## src/rtl/img_stream_io.sv

```systemverilog
// img_stream_io: frame fetch and write-back bridge between host image memory and a streaming filter core
module img_stream_io #(
   parameter int N_PIX      = 65536,
   parameter int FIFO_DEPTH = 4
) (
   input  logic        clk,
   input  logic        rst,
   input  logic        in_valid,
   output logic [15:0] in_addr,
   input  logic [7:0]  in_data,
   output logic        out_valid,
   output logic [15:0] out_addr,
   output logic [7:0]  out_data,
   output logic        finish,
   output logic        pix_valid,
   input  logic        pix_ready,
   output logic [7:0]  pix_data,
   output logic [15:0] pix_addr,
   input  logic        res_valid,
   output logic        res_ready,
   input  logic [7:0]  res_data
);
   localparam int AW = $clog2(FIFO_DEPTH);
   localparam logic [16:0] LAST = 17'(N_PIX - 1);
   typedef enum logic [1:0] {IDLE, FETCH, DRAIN, DONE} state_t;
   state_t        r_state;
   logic [16:0]   r_rd_cnt, r_wr_cnt;
   logic [15:0]   r_in_addr, r_cap_addr, r_out_addr;
   logic [7:0]    r_out_data;
   logic          r_iss, r_cap, r_out_valid, r_finish;
   logic [7:0]    r_fd [FIFO_DEPTH];
   logic [15:0]   r_fa [FIFO_DEPTH];
   logic [AW-1:0] r_wp, r_rp;
   logic [AW:0]   r_cnt;
   logic [AW+1:0] w_used;
   logic          w_issue, w_pop, w_accept;
   // r_iss: address on in_addr is a fresh read; r_cap: its data is on in_data now
   assign w_used    = (AW+2)'(r_cnt) + (AW+2)'(r_iss) + (AW+2)'(r_cap);
   assign w_issue   = r_state == FETCH && in_valid && w_used < (AW+2)'(FIFO_DEPTH);
   assign w_pop     = pix_valid && pix_ready;
   assign w_accept  = res_valid && res_ready;
   assign res_ready = r_state == FETCH || r_state == DRAIN;
   assign pix_valid = r_cnt != '0;
   assign pix_data  = r_fd[r_rp];
   assign pix_addr  = r_fa[r_rp];
   assign in_addr   = r_in_addr;
   assign out_valid = r_out_valid;
   assign out_addr  = r_out_addr;
   assign out_data  = r_out_data;
   assign finish    = r_finish;
   // frame sequencing, read issue pipeline and one-cycle result write-back
   always_ff @(posedge clk) begin
      if (!rst) begin
         r_state     <= IDLE;
         r_rd_cnt    <= '0;
         r_wr_cnt    <= '0;
         r_in_addr   <= '0;
         r_cap_addr  <= '0;
         r_iss       <= 1'b0;
         r_cap       <= 1'b0;
         r_out_valid <= 1'b0;
         r_out_addr  <= '0;
         r_out_data  <= '0;
         r_finish    <= 1'b0;
      end else begin
         r_state <= (r_state == IDLE && in_valid) ? FETCH :
                    (w_accept && r_wr_cnt == LAST) ? DONE :
                    (w_issue && r_rd_cnt == LAST) ? DRAIN : r_state;
         r_iss <= w_issue;
         r_cap <= r_iss;
         if (r_iss) r_cap_addr <= r_in_addr;
         if (w_issue) begin
            r_in_addr <= r_rd_cnt[15:0];
            r_rd_cnt  <= r_rd_cnt + 17'd1;
         end
         r_out_valid <= w_accept;
         if (w_accept) begin
            r_out_data <= res_data;
            r_out_addr <= r_wr_cnt[15:0];
            r_wr_cnt   <= r_wr_cnt + 17'd1;
         end
         r_finish <= r_state == DONE;
      end
   end
   // read-return FIFO pointers and occupancy
   always_ff @(posedge clk) begin
      if (!rst) begin
         r_wp  <= '0;
         r_rp  <= '0;
         r_cnt <= '0;
      end else begin
         r_wp  <= r_wp + AW'(r_cap);
         r_rp  <= r_rp + AW'(w_pop);
         r_cnt <= r_cnt + (AW+1)'(r_cap) - (AW+1)'(w_pop);
      end
   end
   // read-return FIFO storage, tagged with the pixel address
   always_ff @(posedge clk) begin
      if (r_cap) begin
         r_fd[r_wp] <= in_data;
         r_fa[r_wp] <= r_cap_addr;
      end
   end
endmodule

```

## config.mk

```make
export PLATFORM = sky130hd
export DESIGN_NAME = img_stream_io
export DESIGN_NICKNAME = d
export VERILOG_FILES = /design/src/rtl/img_stream_io.sv
export SDC_FILE = /design/constraint.sdc
export NUM_CORES = 1
export LEC_CHECK = 0
export ABC_CLOCK_PERIOD_IN_PS = 8050
export CELL_PAD_IN_SITES_DETAIL_PLACEMENT = 2
export CELL_PAD_IN_SITES_GLOBAL_PLACEMENT = 2
export CORE_ASPECT_RATIO = 0.7
export CORE_MARGIN = 3
export CORE_UTILIZATION = 41
export DETAILED_ROUTE_END_ITERATION = 7
export PLACE_DENSITY = 0.94
export SETUP_SLACK_MARGIN = 0.02
export SLEW_MARGIN = 40
export SYNTH_ARGS = -nofsm -noshare
export SYNTH_HDL_FRONTEND = slang
export SYNTH_SLANG_ARGS = --single-unit
```

## constraint.sdc

```tcl
create_clock -name clk -period 8.05 [get_ports clk]
set_clock_uncertainty 0.15 [all_clocks]
set_input_delay 2.415 -clock clk [delete_from_list [all_inputs] [get_ports clk]]
set_output_delay 2.415 -clock clk [all_outputs]
set_load 0.005 [all_outputs]
```

Word level (Yosys, flattened, before mapping)
Memories as Yosys holds them, arrays and structs flattened. A register that Yosys moved wholly into a read port is not among the register bits.
Cells that the tools add are included.
{ "op_classes": {"add_sub_neg": 8, "n_mul": 0, "div": 0, "magnitude_cmp": 1, "eq_ne": 5, "n_shift": 0, "mux": 7, "bitwise_logic": 1, "n_reduce_logical": 13} }
{ "op_table": {"columns": ["op", "count"], "rows": [
  ["adder 17 x 1 -> 17 bit (second input constant)", 2],
  ["equality test 17 x 16 -> 1 bit (second input constant)", 2],
  ["2-to-1 mux 2 bit", 4],
  ["logical AND 1 bit", 7],
  ["nonzero test 3 bit", 2],
  ["adder 2 x 1 -> 2 bit", 2],
  ["adder 3 x 1 -> 4 bit", 1],
  ["adder 4 x 1 -> 4 bit", 1],
  ["equality test 2 bit (second input constant)", 2],
  ["< comparator 4 x 3 -> 1 bit (second input constant)", 1],
  ["adder 3 x 1 -> 3 bit", 1],
  ["2-to-1 mux 1 bit", 3],
  ["subtractor 3 x 1 -> 3 bit", 1],
  ["equality test 2 x 1 -> 1 bit (second input constant)", 1],
  ["logical NOT 2 bit", 1],
  ["nonzero test 2 bit", 1],
  ["OR reduction 2 bit", 1],
  ["logical OR 1 bit", 1],
  ["inverter 1 bit", 1]
]} }
{ "word_totals": {"ff_bits": 103, "latch_bits": 0, "ramBits": 96, "romBits": 0, "output_inout_bits": 68, "n_memories": 2} }
{ "mem_list": {"columns": ["name", "words", "word_bits", "rd", "rd_ports_with_merged_regs", "write_ports", "line", "rtl"], "rows": [
  ["r_fa", 4, 16, 1, 1, 1, "32", "logic [15:0] r_fa [FIFO_DEPTH];"],
  ["r_fd", 4, 8, 1, 1, 1, "31", "logic [7:0] r_fd [FIFO_DEPTH];"]
]} }

Logic depth before layout (Yosys ltp)
Gate-level depths: netlist of run 1.
{ "logic_depth": {"word_depth": 8, "depth_mapped": 8} }

Worst setup path after synthesis of run 1
Ideal clock, no wire load.
{ "synth_path": {"path_type": "register to output", "startpoint": "register r_rp[0] (netlist name)", "endpoint": "output pix_addr[10]", "arrival_ns": 1.357, "required_ns": 5.485, "slack_ns": 4.128, "stages_incl_launch_ff": 4, "path_buffers": 2, "cell_sequence": "dfxtp_1 -> buf_2 -> buf_2 -> mux4_2"} }
{ "synth_rtl": {"columns": ["item", "line", "rtl"], "rows": [
  ["end, declared", "18", "output logic [15:0] pix_addr,"]
]} }

==> run_results.csv, run 1 <==
group,metric,value,unit
run_status,status,"complete, no violations",
pwr,lkg_pwr,3.12,nW
pwr,switching_power,0.672,mW
route,drt_first_iter_violations,451,
pwr,power.share.combinational,0.144,
timing,setup_ws,3.21,ns
timing,min_period_over_period,0.601,
synth,synthesis_stage_register_bit_count,199,
global_routing,grt_start_max_net_pins,68,
floorplanning,die_width,172,microns
pwr,internal_power,1.67,mW
pwr,swShare,0.287,
pwr,report.power.total,2.34,mW
clocking,cts_hold_buffers,0,
placed_design,hpwl_detailed,15700,microns
finish,ant_cells,0,
pwr,p_per_area,245,nW/um^2
critical_path,critical_path_peak_fanout,26,
global_routing,first_global_vias,6201,
route,drt_drc_violations_left,0,
timing,report.final.setup_viol,0,
floorplanning,floorplan.die.height,122,microns
floorplanning,effective_utilization_at_floorplan,0.428,
synth,synth_area_leaders,"sky130_fd_sc_hd__edfxtp_1, sky130_fd_sc_hd__dfxtp_1, sky130_fd_sc_hd__mux4_2",
pwr,clockPowerShare,0.376,
floorplanning,placement_rows,41,
synth,ys_async_sr_fraction,0,
finish,final.fill_count,1706,
critical_path,delay_heaviest_family_cp,"flip-flops",
worst_hold_path,min-delay-path-class,"reg -> reg",
finish,post_route_cells_drive_above_1_share,0.106,
critical_path,critical_path.endpoint_type,"primary output",
floorplanning,standard_cell_core_area,18400,sq um
critical_path,crit_path_top_delay_cell,"sky130_fd_sc_hd__dfxtp_4",
synth,postSynthAreaPerCell,12.5,sq um
route,totalWireLength,25700,microns
clocking,clk_latency,0.45,ns
synth,synth.net_count,663,
floorplanning,boundaryPins,89,
pwr,worst_ir_drop_vdd,0.185,mV
clocking,cts_resized,0,
critical_path,worstPathArrival,2.27,ns
synth,yosys.area.top_type,"sky130_fd_sc_hd__edfxtp_1",
floorplanning,die_area,20900,sq um
synth,synth.top_cell.area_share,0.366,
synth,seq_area_frac_synth,0.628,
placed_design,placement.io_buffers,88,
timing,final_report_hold_violation_count,0,
clocking,postCtsSetupRepairBufs,0,
critical_path,critPathBufInv,1,
global_routing,antenna_violations_before_repair,0,
finish,ff_latch_area,4950,sq um
placed_design,detailedPlace.worstSlack,3.15,ns
route,first_pass_iters,5,
route,drtAntennaViolNets,0,
synth,synth.lib_cells_used.distinct,40,
clocking,clk_pin_slew,0.08,ns
route,vias,5594,
timing,min_period,4.84,ns
critical_path,critical_path.cell_chain,"mux4_2 -> clkdlybuf4s50_1",
synth,synthCells,630,
synth,synth_enable_flop_cells,96,
clocking,cts_tree,"done",
global_routing,global_route_wire_length_before_repair,39300,microns
job,maxCapViolations,0,
pwr,pwr-share-seq,0.481,
synth,synth.top_cells.by_count,"sky130_fd_sc_hd__dfxtp_1, sky130_fd_sc_hd__edfxtp_1, sky130_fd_sc_hd__nand2_1",
finish,post_layout_nonfiller_instances,955,
route,post_drt_via_cell_ratio,5.86,
timing,worst-slew-pin-transition,0.827,ns
finish,finish.utilization,0.519,
finish,post_route_cell_area,9570,sq um
timing,grt_setup_unrepaired,"no",
critical_path,critPathKind,"reg -> out",
clocking,htree_levels,4,
timing,report.final.slew_viol_count,0,
route,dr_wl_cell,26.9,microns
critical_path,critical_path.max_stage_delay,0.71,ns
placed_design,place_inst,923,
timing,worst_slew_margin_rel,0.448,
timing,fmaxAchievable,0.207,GHz
synth,ys.warnings.count,0,
critical_path,cp.required,5.49,ns
clocking,cts_root_buffer,"sky130_fd_sc_hd__clkbuf_16",
global_routing,grt_util_all_layers,0.250,
critical_path,worst_setup_path_start_kind,"register",
clocking,number_of_buffers_added_by_the_clock_tree_synthesis_step,17,
timing,fin_tns_setup,0,ns
synth,yosysMostFrequentCell,"sky130_fd_sc_hd__dfxtp_1",
finish,area_delta_synth_final,21.4,%
finish,design.final.nets,739,
global_routing,globalRoute.totalOverflow,0,
clocking,ctsLongestPathBuffers,2,
placed_design,placed_cell_area,8960,sq um
synth,post_synth_instance_area,7880,sq um
synth,ys.flop_type,"sky130_fd_sc_hd__dfxtp_1",
timing,timing.hold.ws,0.313,ns
finish,multi_input_comb_area,2740,sq um
placed_design,final_weighted_congestion_in_routability_driven_placement,0.767,
clocking,cts_num_sinks,199,
-- power groups by stage --
stage	combinational, mW	sequential [mW]	clock, mW
after floorplan	0.215	1.11	0
after global placement	0.299	1.14	0
after detailed placement	0.328	1.15	0
after CTS	0.336	1.13	0.891
after global routing	0.357	1.13	0.936
final	0.337	1.13	0.880
-- path summary, 6_finish.rpt --
kind	from	endpoint	slack, ns	cells past startpoint
max	r_rp[0]$_SDFF_PN0_	pix_addr[4]	3.21	2
min	out_addr[6]$_SDFFE_PN0N_	out_addr[6]$_SDFFE_PN0N_	0.31	2
max reg2reg	r_state[1]$_SDFFE_PP0P_	r_wr_cnt[12]$_SDFFE_PN0N_	5.20	7
min reg2reg	out_addr[6]$_SDFFE_PN0N_	out_addr[6]$_SDFFE_PN0N_	0.31	2
-- flip-flops by register name (all words and copies together) (netlist names), 2 cells and up --
| name | flops |
|---|---|
| r_fd | 32 |
| r_rp | 2 |
| r_wp | 2 |
| r_cap_addr | 16 |
| r_cnt | 3 |
| r_fa | 64 |
| r_wr_cnt | 17 |
| r_state | 2 |
| out_data | 8 |
| out_addr | 16 |
| r_rd_cnt | 17 |
| in_addr | 16 |
-- layout make-up --
class / instances / area share
inverters: 7 / 0.00301
multi-input cells: 383 / 0.286
clock inverters: 15 / 0.0179
clock buffers: 17 / 0.0445
repair buffers: 98 / 0.0999
well taps: 236 / 0.0309
flip-flops and latches: 199 / 0.517
-- placed cells by master, fill, tap and decap left out, types with 4 or more instances in the layout --
cell,Yosys,layout
sky130_fd_sc_hd__o31ai_1,20,20
sky130_fd_sc_hd__and3_1,6,6
sky130_fd_sc_hd__mux2i_1,31,31
sky130_fd_sc_hd__nor3_1,4,4
sky130_fd_sc_hd__ha_1,11,11
sky130_fd_sc_hd__clkdlybuf4s50_1,0,88
sky130_fd_sc_hd__clkinv_8,0,4
sky130_fd_sc_hd__o21ai_0,4,4
sky130_fd_sc_hd__inv_8,0,4
sky130_fd_sc_hd__dfxtp_1,103,101
sky130_fd_sc_hd__buf_4,0,10
sky130_fd_sc_hd__nand4_1,23,23
sky130_fd_sc_hd__and4_1,6,6
sky130_fd_sc_hd__nor4_1,11,11
sky130_fd_sc_hd__mux4_2,24,24
sky130_fd_sc_hd__a21oi_1,50,50
sky130_fd_sc_hd__or3_1,6,6
sky130_fd_sc_hd__clkbuf_16,0,17
sky130_fd_sc_hd__xor2_1,10,10
sky130_fd_sc_hd__nor2_1,36,35
sky130_fd_sc_hd__inv_1,7,6
sky130_fd_sc_hd__edfxtp_1,96,96
sky130_fd_sc_hd__nand3_1,16,16
sky130_fd_sc_hd__nand2b_1,15,15
sky130_fd_sc_hd__nand2_1,81,79
sky130_fd_sc_hd__and2_1,9,9
-- per-layer routing --
layer  share of wire  up-vias  GRT usage
met5               0        -          0
met4           0.011        0     0.0447
met3           0.042       23     0.0558
met2            0.53      160      0.453
met1            0.42     2931      0.312
li1                -     2480          -
-- tightest hold or removal path: cells and delay by family (launching register included) --
family             cells  cell delay, ns
and+or+nand+nor        1            0.05
DFF                    1            0.32
AOI/OAI and AO/OA      1            0.05
-- cells by family after synthesis --
family / count (synthesis) / synth area share
AOI/OAI and AO/OA: 82 / 0.0623
xor gates and xnor gates: 13 / 0.0145
buffers and inverters: 48 / 0.0272
muxes: 55 / 0.108
adders and majority gates: 12 / 0.0200
and+or+nand+nor: 221 / 0.140
DFF: 199 / 0.628
No activity file was read; power rests on OpenSTA's default activity.
==> run 2: changes to the inputs <==
--- a/config.mk
+++ b/config.mk
@@ -5,14 +5,14 @@
 export SDC_FILE = /design/constraint.sdc
 export NUM_CORES = 1
 export LEC_CHECK = 0
-export ABC_CLOCK_PERIOD_IN_PS = 8050
+export ABC_CLOCK_PERIOD_IN_PS = 4800
 export CELL_PAD_IN_SITES_DETAIL_PLACEMENT = 2
 export CELL_PAD_IN_SITES_GLOBAL_PLACEMENT = 2
 export CORE_ASPECT_RATIO = 0.7
 export CORE_MARGIN = 3
-export CORE_UTILIZATION = 41
+export CORE_UTILIZATION = 38
 export DETAILED_ROUTE_END_ITERATION = 7
-export PLACE_DENSITY = 0.94
+export PLACE_DENSITY = 0.89
 export SETUP_SLACK_MARGIN = 0.02
 export SLEW_MARGIN = 40
 export SYNTH_ARGS = -nofsm -noshare
==> constraint.sdc (replaced) <==
create_clock -name clk -period 4.8 [get_ports clk]
set_clock_uncertainty 0.15 [all_clocks]
set_input_delay 1.44 -clock clk [delete_from_list [all_inputs] [get_ports clk]]
set_output_delay 1.44 -clock clk [all_outputs]
set_load 0.005 [all_outputs]
==> run_results.csv, run 2 (synthesized netlist as in run 1, its figures left out) <==
group,metric,value,unit
run_status,status,"complete, no violations",
timing,final_report_hold_violation_count,0,
timing,report.final.slew_viol_count,0,
clocking,number_of_buffers_added_by_the_clock_tree_synthesis_step,17,
pwr,worst_ir_drop_vdd,0.242,mV
route,drtAntennaViolNets,0,
clocking,cts_num_sinks,199,
critical_path,critical_path.endpoint_type,"primary output",
finish,post_route_cell_area,9640,sq um
finish,final.fill_count,1926,
clocking,cts_tree,"done",
clocking,cts_hold_buffers,0,
finish,post_layout_nonfiller_instances,991,
timing,min_period,3.83,ns
timing,worst_slew_margin_rel,0.428,
route,dr_wl_met3,701,microns
timing,min_period_over_period,0.797,
floorplanning,boundaryPins,89,
placed_design,place_inst,959,
timing,fin_tns_setup,0,ns
clocking,postCtsSetupRepairBufs,0,
floorplanning,placement_rows,43,
placed_design,placement.io_buffers,88,
finish,multi_input_comb_area,2740,sq um
placed_design,placed_cell_area,9010,sq um
floorplanning,die_width,178,microns
critical_path,worst_setup_path_start_kind,"register",
route,totalWireLength,24700,microns
clocking,clk_pin_slew,0.08,ns
timing,worst-slew-pin-transition,0.855,ns
floorplanning,floorplan.die.height,126,microns
job,maxCapViolations,0,
global_routing,antenna_violations_before_repair,0,
finish,largest_register,"r_fa",
finish,largest_reg_flops,64,
finish,ant_cells,0,
global_routing,globalRoute.totalOverflow,0,
critical_path,critical_path_peak_fanout,26,
placed_design,hpwl_detailed,15300,microns
route,post_drt_via_cell_ratio,5.55,
finish,mostFrequentLayoutCells,"sky130_fd_sc_hd__dfxtp_1, sky130_fd_sc_hd__edfxtp_1, sky130_fd_sc_hd__clkdlybuf4s50_1",
timing,grt_setup_unrepaired,"no",
global_routing,first_global_vias,6117,
clocking,cts_resized,0,
finish,post_route_cells_drive_above_1_share,0.108,
critical_path,critical_path.cell_chain,"mux4_2 -> clkdlybuf4s50_1",
finish,finish.utilization,0.481,
route,top_signal_layer_used,"met4",
critical_path,cp.required,3.21,ns
finish,layout.cells.most_common,"sky130_fd_sc_hd__dfxtp_1",
floorplanning,standard_cell_core_area,20100,sq um
finish,design.final.nets,741,
pwr,lkg_pwr,3.14,nW
clocking,cts_root_buffer,"sky130_fd_sc_hd__clkbuf_16",
floorplanning,effective_utilization_at_floorplan,0.393,
global_routing,global_route_wire_length_before_repair,38500,microns
finish,reg.largest.list,"r_fa x64, r_fd x32",
critical_path,crit_path_top_delay_cell,"sky130_fd_sc_hd__dfxtp_4",
timing,setup_ws,0.974,ns
route,wl_met1,10600,microns
clocking,ctsLongestPathBuffers,2,
floorplanning,die_area,22500,sq um
route,first_pass_iters,5,
finish,area_delta_synth_final,22.4,%
route,drt_drc_violations_left,0,
critical_path,critPathKind,"reg -> out",
global_routing,grt_start_max_net_pins,69,
critical_path,worstPathArrival,2.24,ns
worst_hold_path,min-delay-path-class,"reg -> reg",
global_routing,grt_util_all_layers,0.227,
route,drt_first_iter_violations,309,
placed_design,final_weighted_congestion_in_routability_driven_placement,0.761,
route,met2RoutedLength,13000,microns
route,vias,5503,
route,dr_wl_cell,24.9,microns
timing,fmaxAchievable,0.261,GHz
placed_design,detailedPlace.worstSlack,1.17,ns
critical_path,critical_path.max_stage_delay,0.69,ns
clocking,htree_levels,4,
timing,report.final.setup_viol,0,
pwr,p_per_area,408,nW/um^2
clocking,clk_latency,0.46,ns
finish,ff_latch_area,4950,sq um
-- run 2: changes by cell type in the layout (fill, tap and decap cells not counted) --
cell | previous run | this run
sky130_fd_sc_hd__buf_4 | 10 | 12
sky130_fd_sc_hd__clkinv_8 | 4 | 6
sky130_fd_sc_hd__clkinvlp_4 | 2 | 0
sky130_fd_sc_hd__clkinv_1 | 1 | 0
sky130_fd_sc_hd__clkinv_2 | 0 | 1
sky130_fd_sc_hd__dfxtp_1 | 101 | 102
sky130_fd_sc_hd__dfxtp_2 | 1 | 0
sky130_fd_sc_hd__inv_6 | 3 | 2
sky130_fd_sc_hd__inv_8 | 4 | 5
-- run 2: layer usage --
metal / up-vias / track usage
li1: 2475 / -
met1: 2889 / 0.284
met2: 109 / 0.404
met3: 30 / 0.0410
met4: 0 / 0.0600
met5: - / 0
-- run 2: worst max-delay path, delay by kind of cell (launching register included) --
kind	cells	cell delay, ns
flops	1	0.69
mux	1	0.59
buf+inv	1	0.49
-- run 2: area by class of cell --
type | instances | share of cell area
clock buffers | 17 | 0.0441
multi-input cells | 383 | 0.284
clock inverters | 15 | 0.0200
repair buffers | 100 | 0.101
inverters | 7 | 0.00298
flip-flops and latches | 199 | 0.513
well taps | 270 | 0.0350
-- run 2: through the flow --
| stage | hold WS [ns] | total power, mW |
|---|---|---|
| after CTS | 0.316 | 3.96 |
| final | 0.311 | 3.93 |
| after floorplan | 0.300 | 2.21 |
| after global placement | 0.293 | 2.41 |
| after global routing | 0.331 | 4.07 |
| after detailed placement | 0.303 | 2.46 |
-- run 2: final timing paths --
kind | slack [ns] | to | startpoint | cells past startpoint
max | 0.97 | pix_addr[15] | r_rp[0]$_SDFF_PN0_ | 2
min | 0.31 | out_addr[4]$_SDFFE_PN0N_ | out_addr[4]$_SDFFE_PN0N_ | 2
max reg2reg | 2.08 | r_state[1]$_SDFFE_PP0P_ | r_cap$_SDFF_PN0_ | 6
min reg2reg | 0.31 | out_addr[4]$_SDFFE_PN0N_ | out_addr[4]$_SDFFE_PN0N_ | 2
-- run 2: power breakdown --
group | leakage [nW] | switching, mW | total (mW) | internal, mW
Combinational | 1.13 | 0.258 | 0.554 | 0.296
Sequential | 1.71 | 0.0835 | 1.88 | 1.80
Clock | 0.301 | 0.783 | 1.50 | 0.717
Total | 3.14 | 1.12 | 3.93 | 2.81
